### config.mk
export PLATFORM = sky130hd
export DESIGN_NAME = wb_bus_if_flat
export DESIGN_NICKNAME = d
export VERILOG_FILES = /design/src/rtl/wb_bus_if_pkg.sv /design/src/rtl/wb_bus_if_if.sv /design/src/rtl/wb_bus_if.sv /design/src/flat_wrapper.sv
export SDC_FILE = /design/constraint.sdc
export NUM_CORES = 1
export LEC_CHECK = 0
export CAP_MARGIN = 15
export CORE_AREA = 2 2 86 170
export DETAILED_ROUTE_END_ITERATION = 8
export DIE_AREA = 0 0 88 172
export PLACE_DENSITY_LB_ADDON = 0.2
export SLEW_MARGIN = 30
export SYNTH_ARGS = -nofsm -noshare
export SYNTH_HDL_FRONTEND = slang
export SYNTH_SLANG_ARGS = --single-unit
### constraint.sdc
create_clock -name clk -period 3.95 [get_ports clk]
set_clock_uncertainty 0.15 [all_clocks]
set_input_delay 0.79 -clock clk [delete_from_list [all_inputs] [get_ports clk]]
set_output_delay 0.79 -clock clk [all_outputs]
set_load 0.02 [all_outputs]
### src/rtl/wb_bus_if_pkg.sv
`default_nettype none
// +------------------------------------------------------------------------+
// | wb_bus_if_pkg : shared widths, levels and FSM encodings for wb_bus_if  |
// | Rev 1.0                                                                |
// +------------------------------------------------------------------------+
package wb_bus_if_pkg;

  localparam int REG_BUS_W = 32;
  localparam logic STOP = 1'b1;
  localparam logic [REG_BUS_W-1:0] ZERO_WORD = 32'h0000_0000;

  localparam logic [1:0] WB_IDLE           = 2'b00;
  localparam logic [1:0] WB_BUSY           = 2'b01;
  localparam logic [1:0] WB_WAIT_FOR_STALL = 2'b11;

endpackage
`default_nettype wire

### src/rtl/wb_bus_if_if.sv
`default_nettype none
// +------------------------------------------------------------------------+
// | wb_bus_if_if : Wishbone B4 classic signal bundle (master side naming)  |
// | Rev 1.0                                                                |
// +------------------------------------------------------------------------+
interface wb_bus_if_if;
  import wb_bus_if_pkg::*;

  logic [REG_BUS_W-1:0] wb_data_i;
  logic                 wb_ack_i;
  logic [REG_BUS_W-1:0] wb_addr_o;
  logic [REG_BUS_W-1:0] wb_data_o;
  logic                 wb_we_o;
  logic [3:0]           wb_sel_o;
  logic                 wb_stb_o;
  logic                 wb_cyc_o;

  modport master (
    input  wb_data_i, wb_ack_i,
    output wb_addr_o, wb_data_o, wb_we_o, wb_sel_o, wb_stb_o, wb_cyc_o
  );

  modport slave (
    output wb_data_i, wb_ack_i,
    input  wb_addr_o, wb_data_o, wb_we_o, wb_sel_o, wb_stb_o, wb_cyc_o
  );

endinterface
`default_nettype wire

### src/rtl/wb_bus_if.sv
`default_nettype none
// +------------------------------------------------------------------------+
// | wb_bus_if : single-access Wishbone master for one OpenMIPS port        |
// | Rev 1.0                                                                |
// +------------------------------------------------------------------------+
module wb_bus_if
  import wb_bus_if_pkg::*;
#(
  parameter int STALL_BIT   = 1,
  parameter int ACK_TIMEOUT = 255,
  parameter int CNT_W       = 8
) (
  input  logic                 clk,
  input  logic                 rst,
  input  logic [5:0]           stall_i,
  input  logic                 flush_i,
  input  logic                 cpu_ce_i,
  input  logic [REG_BUS_W-1:0] cpu_addr_i,
  input  logic [REG_BUS_W-1:0] cpu_data_i,
  input  logic                 cpu_we_i,
  input  logic [3:0]           cpu_sel_i,
  output logic [REG_BUS_W-1:0] cpu_data_o,
  output logic                 stallreq_o,
  output logic                 bus_err_o,
  wb_bus_if_if.master          wb
);

  localparam logic             c_timeout_en   = (ACK_TIMEOUT != 0);
  localparam logic [CNT_W-1:0] c_timeout_last = CNT_W'(ACK_TIMEOUT - 1);

  logic [1:0]           r_state;
  logic [1:0]           w_next_state;
  logic [REG_BUS_W-1:0] r_addr;
  logic [REG_BUS_W-1:0] r_wdata;
  logic                 r_we;
  logic [3:0]           r_sel;
  logic                 r_cyc;
  logic [REG_BUS_W-1:0] r_rd_buf;
  logic [CNT_W-1:0]     r_cnt;
  logic                 r_bus_err;

  logic w_busy;
  logic w_stalled;
  logic w_issue;
  logic w_ack_done;
  logic w_timeout;
  logic w_abort;
  logic w_end;
  logic w_unused_stall;

  // Only the stall bit of the stage this port feeds matters here.
  assign w_unused_stall = ^stall_i;

  assign w_busy     = (r_state == WB_BUSY);
  assign w_stalled  = (stall_i[STALL_BIT] == STOP);
  assign w_issue    = (r_state == WB_IDLE) & cpu_ce_i & ~flush_i;
  assign w_ack_done = w_busy & ~flush_i & wb.wb_ack_i;
  assign w_timeout  = c_timeout_en & (r_cnt == c_timeout_last);
  assign w_abort    = w_busy & ~flush_i & ~wb.wb_ack_i & w_timeout;
  assign w_end      = w_busy & (flush_i | wb.wb_ack_i | w_timeout);

  always_ff @(posedge clk or posedge rst) begin
    if (rst) begin
      r_state <= WB_IDLE;
    end else begin
      r_state <= w_next_state;
    end
  end

  always_comb begin
    w_next_state = r_state;
    case (r_state)
      WB_IDLE: begin
        if (w_issue) w_next_state = WB_BUSY;
      end
      WB_BUSY: begin
        if (flush_i)              w_next_state = WB_IDLE;
        else if (wb.wb_ack_i)     w_next_state = w_stalled ? WB_WAIT_FOR_STALL : WB_IDLE;
        else if (w_timeout)       w_next_state = WB_IDLE;
      end
      WB_WAIT_FOR_STALL: begin
        if (flush_i || !w_stalled) w_next_state = WB_IDLE;
      end
      default: w_next_state = WB_IDLE;
    endcase
  end

  always_comb begin
    stallreq_o = 1'b0;
    cpu_data_o = ZERO_WORD;
    case (r_state)
      WB_IDLE: begin
        stallreq_o = cpu_ce_i & ~flush_i;
      end
      WB_BUSY: begin
        if (flush_i) begin
          stallreq_o = 1'b0;
        end else if (wb.wb_ack_i) begin
          cpu_data_o = r_we ? ZERO_WORD : wb.wb_data_i;
        end else if (!w_timeout) begin
          stallreq_o = 1'b1;
        end
      end
      WB_WAIT_FOR_STALL: begin
        cpu_data_o = r_rd_buf;
      end
      default: begin
        stallreq_o = 1'b0;
      end
    endcase
  end

  // Bus-side registers: loaded on issue, cleared whenever the access ends.
  always_ff @(posedge clk or posedge rst) begin
    if (rst) begin
      r_addr    <= ZERO_WORD;
      r_wdata   <= ZERO_WORD;
      r_we      <= 1'b0;
      r_sel     <= 4'b0000;
      r_cyc     <= 1'b0;
      r_rd_buf  <= ZERO_WORD;
      r_cnt     <= '0;
      r_bus_err <= 1'b0;
    end else begin
      r_bus_err <= w_abort;
      if (w_issue) begin
        r_addr  <= cpu_addr_i;
        r_wdata <= cpu_data_i;
        r_we    <= cpu_we_i;
        r_sel   <= cpu_sel_i;
        r_cyc   <= 1'b1;
        r_cnt   <= '0;
      end else if (w_end) begin
        r_addr  <= ZERO_WORD;
        r_wdata <= ZERO_WORD;
        r_we    <= 1'b0;
        r_sel   <= 4'b0000;
        r_cyc   <= 1'b0;
      end else if (w_busy && (r_cnt != '1)) begin
        r_cnt <= r_cnt + 1'b1;
      end
      if (w_ack_done && !r_we) begin
        r_rd_buf <= wb.wb_data_i;
      end
    end
  end

  assign wb.wb_addr_o = r_addr;
  assign wb.wb_data_o = r_wdata;
  assign wb.wb_we_o   = r_we;
  assign wb.wb_sel_o  = r_sel;
  assign wb.wb_stb_o  = r_cyc;
  assign wb.wb_cyc_o  = r_cyc;
  assign bus_err_o    = r_bus_err;

endmodule
`default_nettype wire

### src/flat_wrapper.sv
// flat-port wrapper written by rule: the top's interface ports become plain ports
module wb_bus_if_flat import wb_bus_if_pkg::*;
#(
  parameter int STALL_BIT   = 1,
  parameter int ACK_TIMEOUT = 255,
  parameter int CNT_W       = 8
)
  (clk, rst, stall_i, flush_i, cpu_ce_i, cpu_addr_i, cpu_data_i, cpu_we_i, cpu_sel_i, cpu_data_o, stallreq_o, bus_err_o, wb_wb_data_i, wb_wb_ack_i, wb_wb_addr_o, wb_wb_data_o, wb_wb_we_o, wb_wb_sel_o, wb_wb_stb_o, wb_wb_cyc_o);
  wb_bus_if_if wb_i ();
  input  logic clk;
  input  logic rst;
  input  logic [5:0] stall_i;
  input  logic flush_i;
  input  logic cpu_ce_i;
  input  logic [REG_BUS_W-1:0] cpu_addr_i;
  input  logic [REG_BUS_W-1:0] cpu_data_i;
  input  logic cpu_we_i;
  input  logic [3:0] cpu_sel_i;
  output logic [REG_BUS_W-1:0] cpu_data_o;
  output logic stallreq_o;
  output logic bus_err_o;
  input wire logic [$bits(wb_i.wb_data_i)-1:0] wb_wb_data_i;
  input wire logic [$bits(wb_i.wb_ack_i)-1:0] wb_wb_ack_i;
  output wire logic [$bits(wb_i.wb_addr_o)-1:0] wb_wb_addr_o;
  output wire logic [$bits(wb_i.wb_data_o)-1:0] wb_wb_data_o;
  output wire logic [$bits(wb_i.wb_we_o)-1:0] wb_wb_we_o;
  output wire logic [$bits(wb_i.wb_sel_o)-1:0] wb_wb_sel_o;
  output wire logic [$bits(wb_i.wb_stb_o)-1:0] wb_wb_stb_o;
  output wire logic [$bits(wb_i.wb_cyc_o)-1:0] wb_wb_cyc_o;
  assign wb_i.wb_data_i = wb_wb_data_i;
  assign wb_i.wb_ack_i = wb_wb_ack_i;
  assign wb_wb_addr_o = wb_i.wb_addr_o;
  assign wb_wb_data_o = wb_i.wb_data_o;
  assign wb_wb_we_o = wb_i.wb_we_o;
  assign wb_wb_sel_o = wb_i.wb_sel_o;
  assign wb_wb_stb_o = wb_i.wb_stb_o;
  assign wb_wb_cyc_o = wb_i.wb_cyc_o;
  wb_bus_if #(.STALL_BIT(STALL_BIT), .ACK_TIMEOUT(ACK_TIMEOUT), .CNT_W(CNT_W)) u_core (.clk(clk), .rst(rst), .stall_i(stall_i), .flush_i(flush_i), .cpu_ce_i(cpu_ce_i), .cpu_addr_i(cpu_addr_i), .cpu_data_i(cpu_data_i), .cpu_we_i(cpu_we_i), .cpu_sel_i(cpu_sel_i), .cpu_data_o(cpu_data_o), .stallreq_o(stallreq_o), .bus_err_o(bus_err_o), .wb(wb_i));
endmodule
==> impl_metrics.csv <==
group,metric,value,unit
status,outcome,"finished clean",
yosys,ys_ff_latch,113,
yosys,yosysMostFrequentCell,"nor2_1",
route,drc,0,
yosys,yosysTopAreaCell,"dfrtp_1",
floorplanning,initial_core_util,0.392,
timing,hold_viol,0,
timing,tns,0,ns
yosys,synth_flop_cell,"dfrtp_1",
yosys,syn_nets,701,
floorplanning,die_area,15100,um^2
critical_path,endpoint_kind,"primary output",
placed_design,place.gp.congestion,0.827,
global_route,grt_pass1_vias,5008,
route,routed_via_density,4.78,
yosys,yosys_warnings,0,
yosys,synthTopCellsByCount,"nor2_1, nand2_1, dfrtp_1",
route,vias,4731,
timing,setup_slack,0.145,ns
global_route,grt-ovfl-total,0,
floorplanning,core_area,13800,um^2
route,first_pass_iters,4,
placed_design,place_inst,958,
clocking,cts.path.max_buffers,2,
critical_path,critPathRequiredTime,3.01,ns
critical_path,critPathArrivalTime,2.87,ns
placed_design,post-place-ws,0.136,ns
route,antenna_left,0,
finish,nNetsFinal,902,
critical_path,cp_max_fo,32,
finish,syn_to_final_growth,52.9,%
yosys,synth_sequential_area_ratio,0.522,
yosys,syn_area,5420,um^2
placed_design,io_buffers,211,
finish,layout.cells.non_filler,990,
route,drt_iter0_markers,155,
route,wl_per_cell,15.1,um
clocking,cts.sink_count,113,
timing,relSlewSlack,0.490,
global_route,grt_usage,0.207,
finish,drive_gt1_frac,0.149,
power,leakagePower,3.49,nW
min_path,hold_path_class,"register to register",
floorplanning,rows,61,
floorplanning,dieHeight,172,um
clocking,clk_latency,0.40,ns
finish,diodes,0,
global_route,grt_pass1_wl,24300,um
power,powerDensity,544,nW/um^2
timing,drv_slew,0,
clocking,clkSlewWorstSetupHoldPaths,0.05,ns
finish,fillers,1197,
clocking,cts_root_buffer,"clkbuf_16",
power,finalPower,0.00450,W
critical_path,start_kind,"primary input",
yosys,ys_top_cells_by_area,"dfrtp_1, nor3_2, nor2_1",
power,peakVddDrop,331,uV
placed_design,hpwl,10700,um
timing,post-route-period-util,0.963,
timing,finalCriticalPeriod,3.81,ns
yosys,netlist_instances,587,
floorplanning,ios,217,
global_route,grt_max_degree,75,
yosys,synth_edf_count,0,
timing,setup_viol,0,
timing,grt_setup_unrepaired,"no",
yosys,netlist.area_leader.share,0.522,
yosys,avgSynthCellArea,9.23,um^2
clocking,cts_buffers,17,
clocking,h-tree-depth,4,
yosys,yosys.cell_types.count,37,
critical_path,path_class,"primary input to primary output",
yosys,synth-async-reset-ratio,1.00,
floorplanning,die_x,88,um
job,maxCapViolCount,0,
clocking,cts_tree,"built",
critical_path,r2r_slack,1.47,ns
global_route,antenna_found_initial,0,
timing,tightest_slew,0.765,ns
timing,fmax,263,MHz
route,totalWireLength,15000,um
[report_power, final]
part | internal, W | switching, W | leakage [nW]
clock network | 0.00103 | 0.000545 | 0.296
registers | 0.00147 | 0.000180 | 1.43
logic | 0.000620 | 0.000660 | 1.77
[cells in the final DEF, fill, tap and decap left out, types with 3 or more instances in the layout]
cell	count
a21boi_0	33
o21ai_0	3
nor2_1	148
clkbuf_16	17
nor3_2	69
buf_4	8
bufinv_16	3
dfrtp_1	113
nand2_1	137
inv_1	5
buf_12	3
clkinv_4	5
a31oi_1	3
clkdlybuf4s50_1	210
nand3_1	4
[what timing repair did]
action,4_1_cts,5_1_grt
setup endpoints to repair,0,1
resized for setup,0,1
setup buffers,0,0
hold buffers,0,0
[area by class of cell]
| cell class | count | area, um^2 | share of cell area |
|---|---|---|---|
| inverter | 6 | 25.0 | 0.00302 |
| tap | 189 | 236 | 0.0286 |
| sequential | 113 | 2830 | 0.341 |
| timing repair buffer | 222 | 2230 | 0.270 |
| clock buffer | 20 | 457 | 0.0551 |
| clock inverter | 12 | 159 | 0.0192 |
| multi-input combinational | 428 | 2340 | 0.283 |
[flip-flops by register name, summed over array words and instances, names as in the netlist]
| signal | count |
|---|---|
| u_core.r_state | 2 |
| u_core.wb.wb_addr_o | 32 |
| u_core.wb.wb_cyc_o | 1 |
| u_core.wb.wb_we_o | 1 |
| u_core.r_cnt | 8 |
| u_core.r_rd_buf | 32 |
| u_core.wb.wb_data_o | 32 |
| u_core.bus_err_o | 1 |
| u_core.wb.wb_sel_o | 4 |
[logic make-up after synthesis]
family	synth area share
adder cells (fa/ha/maj)	0.00462
AO/OA/AOI/OAI	0.0693
AND/OR/NAND/NOR	0.352
multiplexers	0.00185
buffers and inverters	0.0483
XOR/XNOR	0.00162
flip-flops	0.522
[through the flow]
stage | hold WS [ns] | util | cell area [um^2]
after floorplan | 0.296 | - | 5420
after global placement | 0.310 | 0.555 | 7660
final | 0.323 | 0.599 | 8280
after global routing | 0.345 | 0.599 | 8280
after CTS | 0.325 | 0.599 | 8280
after detailed placement | 0.312 | 0.555 | 7660
[critical path, stage by stage]
cell	delay [ns]
clkdlybuf4s50_1	0.54
nor2_1	0.18
and3_1	0.22
buf_12	0.19
nand2_1	0.08
a21boi_0	0.19
clkdlybuf4s50_1	0.66
[layer usage]
metal  vias to the layer above  share of wire  global-route usage
met1                      2245           0.37               0.216
met2                       161           0.55               0.378
met5                         -              0                   0
met4                         0          0.022              0.0796
met3                        19          0.062              0.0606
li1                       2306              -                   -
[final timing paths]
check	cells past startpoint	to	start
setup / recovery	7	cpu_data_o[3]	flush_i
hold / removal	2	u_core.r_rd_buf[27]	u_core.r_rd_buf[27]
setup reg to reg	5	u_core.r_cnt[1]	u_core.r_state[1]
hold reg to reg	2	u_core.r_rd_buf[27]	u_core.r_rd_buf[27]
max in group asynchronous	3	u_core.bus_err_o	rst
min in group asynchronous	2	u_core.r_rd_buf[15]	rst
Power figures use the tool's default switching activity.
